===== src/rtl/scie_cmd_queue.sv =====
`default_nettype none
// ============================================================================
// Module   : scie_cmd_queue
// Purpose  : Upstream command stage for the SCIE unpipelined datapath.
//            Buffers custom instructions (insn/rs1/rs2) in a DEPTH-entry
//            FIFO, presents the FIFO head to the combinational SCIE unit and
//            captures its result into a single response slot. The response
//            carries the destination register index taken from insn[11:7].
// Revision : 1.0 - initial release
// ----------------------------------------------------------------------------
// Ports
//   i_clock          in   1       rising-edge clock
//   i_reset          in   1       asynchronous, active-high reset
//   i_req_valid      in   1       command offered
//   o_req_ready      out  1       queue can accept (low while full or in reset)
//   i_req_insn       in   32      instruction word
//   i_req_rs1        in   XLEN    source operand 1
//   i_req_rs2        in   XLEN    source operand 2
//   o_scie_insn      out  32      head instruction to SCIE unit (0 when empty)
//   o_scie_rs1       out  XLEN    head rs1 to SCIE unit (0 when empty)
//   o_scie_rs2       out  XLEN    head rs2 to SCIE unit (0 when empty)
//   i_scie_rd        in   XLEN    combinational result from SCIE unit
//   o_resp_valid     out  1       response held
//   i_resp_ready     in   1       core consumes response
//   o_resp_rd        out  XLEN    result value (0 for illegal commands)
//   o_resp_tag       out  5       insn[11:7] of the completed command
//   o_resp_illegal   out  1       head opcode differed from OPC
//   o_count          out  CW      current FIFO occupancy
// ============================================================================
module scie_cmd_queue #(
    parameter int         XLEN  = 32,
    parameter int         DEPTH = 4,
    parameter logic [6:0] OPC   = 7'h7B
) (
    input  logic                     i_clock,
    input  logic                     i_reset,
    input  logic                     i_req_valid,
    output logic                     o_req_ready,
    input  logic [31:0]              i_req_insn,
    input  logic [XLEN-1:0]          i_req_rs1,
    input  logic [XLEN-1:0]          i_req_rs2,
    output logic [31:0]              o_scie_insn,
    output logic [XLEN-1:0]          o_scie_rs1,
    output logic [XLEN-1:0]          o_scie_rs2,
    input  logic [XLEN-1:0]          i_scie_rd,
    output logic                     o_resp_valid,
    input  logic                     i_resp_ready,
    output logic [XLEN-1:0]          o_resp_rd,
    output logic [4:0]               o_resp_tag,
    output logic                     o_resp_illegal,
    output logic [$clog2(DEPTH):0]   o_count
);

    localparam int PW = $clog2(DEPTH);
    localparam int CW = PW + 1;
    localparam logic [CW-1:0] C_FULL = CW'(DEPTH);

    // FIFO storage: no reset needed, validity is tracked by the pointers.
    logic [31:0]     r_mem_insn [DEPTH];
    logic [XLEN-1:0] r_mem_rs1  [DEPTH];
    logic [XLEN-1:0] r_mem_rs2  [DEPTH];

    logic [PW-1:0]   r_wr_ptr;
    logic [PW-1:0]   r_rd_ptr;
    logic [CW-1:0]   r_count;

    logic            r_resp_valid;
    logic [XLEN-1:0] r_resp_rd;
    logic [4:0]      r_resp_tag;
    logic            r_resp_illegal;

    logic            w_empty;
    logic            w_full;
    logic            w_enq;
    logic            w_load;
    logic            w_illegal;
    logic [31:0]     w_head_insn;
    logic [XLEN-1:0] w_head_rs1;
    logic [XLEN-1:0] w_head_rs2;

    assign w_empty = (r_count == '0);
    assign w_full  = (r_count == C_FULL);

    // Readiness depends only on the registered occupancy, so a full queue
    // never accepts even when the head is dequeued in the same cycle.
    assign o_req_ready = !w_full && !i_reset;
    assign w_enq       = i_req_valid && o_req_ready;

    // Head is taken from registered storage only; gated to zero when empty.
    assign w_head_insn = w_empty ? '0 : r_mem_insn[r_rd_ptr];
    assign w_head_rs1  = w_empty ? '0 : r_mem_rs1[r_rd_ptr];
    assign w_head_rs2  = w_empty ? '0 : r_mem_rs2[r_rd_ptr];

    assign w_illegal = (w_head_insn[6:0] != OPC);

    // Move the head into the response slot whenever the slot is free or
    // is being consumed in this same cycle.
    assign w_load = !w_empty && (!r_resp_valid || i_resp_ready);

    always_ff @(posedge i_clock) begin
        if (w_enq) begin
            r_mem_insn[r_wr_ptr] <= i_req_insn;
            r_mem_rs1[r_wr_ptr]  <= i_req_rs1;
            r_mem_rs2[r_wr_ptr]  <= i_req_rs2;
        end
    end

    // Pointers wrap naturally because DEPTH is a power of two.
    always_ff @(posedge i_clock or posedge i_reset) begin
        if (i_reset) begin
            r_wr_ptr <= '0;
            r_rd_ptr <= '0;
            r_count  <= '0;
        end else begin
            if (w_enq) begin
                r_wr_ptr <= r_wr_ptr + 1'b1;
            end
            if (w_load) begin
                r_rd_ptr <= r_rd_ptr + 1'b1;
            end
            case ({w_enq, w_load})
                2'b10:   r_count <= r_count + 1'b1;
                2'b01:   r_count <= r_count - 1'b1;
                default: r_count <= r_count;
            endcase
        end
    end

    always_ff @(posedge i_clock or posedge i_reset) begin
        if (i_reset) begin
            r_resp_valid   <= 1'b0;
            r_resp_rd      <= '0;
            r_resp_tag     <= '0;
            r_resp_illegal <= 1'b0;
        end else if (w_load) begin
            r_resp_valid   <= 1'b1;
            r_resp_rd      <= w_illegal ? '0 : i_scie_rd;
            r_resp_tag     <= w_head_insn[11:7];
            r_resp_illegal <= w_illegal;
        end else if (r_resp_valid && i_resp_ready) begin
            // Drain with nothing queued: payload fields hold their value.
            r_resp_valid   <= 1'b0;
        end
    end

    assign o_scie_insn    = w_head_insn;
    assign o_scie_rs1     = w_head_rs1;
    assign o_scie_rs2     = w_head_rs2;
    assign o_resp_valid   = r_resp_valid;
    assign o_resp_rd      = r_resp_rd;
    assign o_resp_tag     = r_resp_tag;
    assign o_resp_illegal = r_resp_illegal;
    assign o_count        = r_count;

endmodule
`default_nettype wire


===== config.mk =====
export PLATFORM = sky130hd
export DESIGN_NAME = scie_cmd_queue
export DESIGN_NICKNAME = d
export VERILOG_FILES = /design/src/rtl/scie_cmd_queue.sv
export SDC_FILE = /design/constraint.sdc
export NUM_CORES = 1
export LEC_CHECK = 0
export CORE_ASPECT_RATIO = 0.7
export CORE_MARGIN = 2
export CORE_UTILIZATION = 32
export CTS_CLUSTER_SIZE = 24
export DETAILED_ROUTE_END_ITERATION = 8
export MAX_ROUTING_LAYER = met4
export SLEW_MARGIN = 5
export SYNTH_ARGS = -nofsm -noshare
export SYNTH_HDL_FRONTEND = slang
export SYNTH_SLANG_ARGS = --single-unit

===== constraint.sdc =====
create_clock -name i_clock -period 9.07 [get_ports i_clock]
set_input_delay 2.721 -clock i_clock [delete_from_list [all_inputs] [get_ports i_clock]]
set_output_delay 2.721 -clock i_clock [all_outputs]
set_load 0.005 [all_outputs]

== Yosys cells after proc, flatten, opt, wreduce, memory -nomap -nowiden ==
Memories as Yosys holds them, arrays and structs flattened.
Cells that the tools add are included.
Word-level totals
  bits in registers: 46
  RAM bits: 384
  memories kept: 3
Operators by class
  add/sub/neg operators: 4
  equal/unequal tests: 4
  muxes and demuxes: 9
  reductions and logical operators: 12
Memory list
  r_mem_insn: depth 4, bits a word 32, read ports 1, clocked after memory_dff 0, wr ports 1, RTL line 59  | logic [31:0] r_mem_insn [DEPTH];
  r_mem_rs1: depth 4, bits a word 32, read ports 1, clocked after memory_dff 0, wr ports 1, RTL line 60  | logic [XLEN-1:0] r_mem_rs1 [DEPTH];
  r_mem_rs2: depth 4, bits a word 32, read ports 1, clocked after memory_dff 0, wr ports 1, RTL line 61  | logic [XLEN-1:0] r_mem_rs2 [DEPTH];
Operators by type and width (count)
  $mux W32: 4
  $ne A7 B7 Y1 const B: 1
  $pmux W3 S2: 1
  $add A2 B1 Y2 const B: 2
  $logic_and A1 B1 Y1: 4
  $logic_not A1 Y1: 4
  $mux W1: 4
  $reduce_bool A2 Y1: 2
  $add A3 B1 Y3 const B: 1
  $eq A3 B3 Y1 const B: 1
  $logic_not A3 Y1: 1
  $sub A3 B1 Y3 const B: 1
  $eq A2 B1 Y1 const B: 1
  $eq A2 B2 Y1 const B: 1
  $logic_or A1 B1 Y1: 1

== Logic depth before layout (Yosys ltp) ==
  depth after elaboration: 6
  depth in mapped cells: 10
  gate-level depth less buffers: 9

== Least setup slack after synthesis ==
No wires, ideal clock.
  path type: input to register
  start: in i_req_valid
  end: mem r_mem_insn[0][0], enable pin
  arrival: 5564 ps
  slack: 3040 ps
  cell stages on the path: 3
  path through: inv_1 > a211oi_1 > and2_1
On the way
  cells in the longest elaborated chain, start to end: 3
Ends and longest elaborated chain
  start, declared: RTL line 37  | input logic i_req_valid,
  $logic_and A1 B1 Y1: RTL line 87  | assign w_enq = i_req_valid && o_req_ready;
  $mux W1: RTL line 101  | if (w_enq) begin
  $mux W1 (not written as such): RTL line 102  | r_mem_insn[r_wr_ptr] <= i_req_insn;
  end, declared: RTL line 59
Every way passes these cells.

== Final worst setup path ==
  start: in i_reset
  end: out o_req_ready
On the way
  cells in the longest elaborated chain, start to end: 2
Ends and longest elaborated chain
  start, declared: RTL line 36  | input logic i_reset,
  $logic_not A1 Y1 (no line)
  $logic_and A1 B1 Y1: RTL line 86  | assign o_req_ready = !w_full && !i_reset;
  end, declared: RTL line 38  | output logic o_req_ready,
Every way passes these cells.

==> metrics.txt <==
outcome completed; Final Hold Slack 0.5073 ns; Slew HR 0.3114; slowest stage cell, crit path clkdlybuf4s50_1; Startpoint Class primary input; fmax 0.1529 GHz; CP Max Fanout 3; Pleak 7.232 nW; adder-cell share of the synthesized area 0.004882; CP Data Arrival Time 3.82 ns; CTS tree done; initial antenna violation count 1; Routed Antenna Nets 0; Synth cell types 33; Syn Inst Count 822; Initial Utilization 0.3241; chip width 278.8 um; CTS sink count 430; Slew @ Worst Pin 1.033 ns; Post-synth top cells edfxtp_1 (384), and2_1 (99), mux4_2 (94); Post-synth EDFFs 384; clk_skew 0.01736 ns; total grt overflow 0; nets@finish 1236; VDD IR-drop max 209.6 uV; register area share after synthesis 0.7497; mux cell area share after synthesis 0.1331; Critical Path Max Stage Delay 0.52 ns; fraction of layout cells with a size suffix above 1 0.1885; GRT Total Usage 0.1399; worst slack, placed 2.539 ns; synthesized area 16920 um2; simple-gate share of the synthesized area 0.05052; Crit path max-delay family buffers and inverters; CP Depth 3; post-synthesis async set-or-reset flop share 0.1070; via/cell ratio 4.783; CP startpoint i_reset; YS warnings 0; final hold violations 0; Worst Path Buf+Inv 2; largest net degree at the start of global routing 73; Worst-Skew Late Latency 0.56 ns; # port buffers 270; iteration-0 DRC count of the detailed router 442; RSZ-0062 raised after global routing false; Synth Area in Compound Gates 0.04120; post-detail-place hpwl 22.15 mm; largest family of logic cells by synthesized area multiplexers; share of the synthesized area in the top cell type 0.6817; top cells by area, synth edfxtp_1 (68%), mux4_2 (13%), dfrtp_1 (6.8%); Post-CTS Setup Repair Bufs 0; reg-to-reg startpoint o_count[0]; die height 196.4 um; Slew Viols, Final 0; Resized Gates After CTS 0; final worst path period share 0.7213; final setup margin 2.528 ns; total wire length 37.40 mm; Cell Rows 70; CTS max path bufs 3; cts bufs inserted 43; CTS Hold Bufs 0; CTS Root Cell clkbuf_16; crit path cell chain clkdlybuf4s50_1, a21oi_1, clkdlybuf4s50_1; fillers 4623; Tot Pwr 6.501 mW; FF+latch count, synth 430; Avg Cell Area, Syn 20.58 um2; Crit Path Category primary input to output port; Reg2Reg Setup Slack 5.74 ns; Worst Setup EP o_req_ready; # DRC 0; routed vias 8681; min Tclk post-route 6.542 ns; Synth Flop Type edfxtp_1; Worst EP required 6.35 ns; WL/cell 20.61 um; setup TNS 0 ns; pwr dens 298.7 nW/um2; Die ar. 54750 um2; GPL Wtd Cong 0.7490; largest area contributor in the netlist edfxtp_1; worst r2r path cells 4; Top Ports 271; Finish-stage setup viols 0; Crit Reg-Reg Endpoint r_mem_insn[1][22]; xor and xnor area share after synthesis 0.003107; core area 52200 um2; Hold WC Path Type flop to flop; vias in the first global route 9218; first-pass GRT wire length 56.50 mm; max_cap viols 0; syn nets 960; Layout Area Growth over Synthesis 28.65%; crit path capture type output port; count leader, synth edfxtp_1; critical path's most frequent cell clkdlybuf4s50_1; DR pass1 iterations 4; Worst-path clk slew 0.06 ns; hold path start o_resp_tag[3]; Max H-tree Level 2
## registers in the layout (all words and copies together), names as in the netlist
register,cells
o_count,3
o_resp_illegal,1
o_resp_rd,32
o_resp_tag,5
o_resp_valid,1
r_mem_insn,128
r_mem_rs1,128
r_mem_rs2,128
r_rd_ptr,2
r_wr_ptr,2
## power by group
| part | total, mW | internal [mW] | switching (mW) |
|---|---|---|---|
| logic | 2.17 | 1.23 | 0.940 |
| clock network | 1.76 | 1.03 | 0.731 |
| registers | 2.56 | 2.40 | 0.167 |
| total | 6.50 | 4.66 | 1.84 |
## per-stage QoR
stage / utilization / area [um2] / instances
after floorplan: - / 16920 / 822
after global placement: 0.3903 / 20370 / 1737
after detailed placement: 0.3903 / 20370 / 1737
after CTS: 0.4169 / 21760 / 1814
after global routing: 0.4169 / 21760 / 1815
final: 0.4169 / 21760 / 1815
## cell type report
class | instances | area [um2] | share of cell area
clock buffer | 54 | 1139 | 0.05232
multi-input combinational | 328 | 3959 | 0.1819
tap | 684 | 855.8 | 0.03933
inverter | 9 | 33.78 | 0.001552
clock inverter | 23 | 247.7 | 0.01138
sequential | 430 | 12690 | 0.5831
timing repair buffer | 286 | 2835 | 0.1303
antenna | 1 | 2.502 | 0.0001150
## worst min-delay path by stage
stage,endpoint,slack (ns),cells past startpoint
after CTS,o_resp_tag[3],0.51,1
after floorplan,o_resp_rd[29],0.50,2
after detailed placement,o_resp_tag[3],0.50,1
after global routing,o_resp_tag[3],0.53,1
after global placement,o_resp_tag[3],0.49,1
final,o_resp_tag[3],0.51,1
## placed cells by master (no fill, tap or decap), types with 15 or more instances in the layout
master and instances:
edfxtp_1 384, clkdlybuf4s50_1 270, and2_1 95, mux4_2 94, clkbuf_16 44, dfrtp_1 44, nand3_1 33, o21ai_0 32
o41ai_2 30, buf_4 15
## cells by family (layout without fill, tap and decap cells)
logic type	count (synthesis)	count (layout)
adder cells (fa/ha/maj)	6	6
other	0	1
AO/OA/AOI/OAI	68	68
AND/OR/NAND/NOR	143	143
buffers and inverters	64	372
XOR/XNOR	6	6
flip-flops	430	430
multiplexers	105	105
## routing by layer
layer	wire, um	global-route usage	share of wire
met5	0	-	0
met4	601	0.03505	0.016
met3	2127	0.03710	0.057
met2	18620	0.2262	0.50
met1	16060	0.1763	0.43
(Power assumes the default switching activity.)
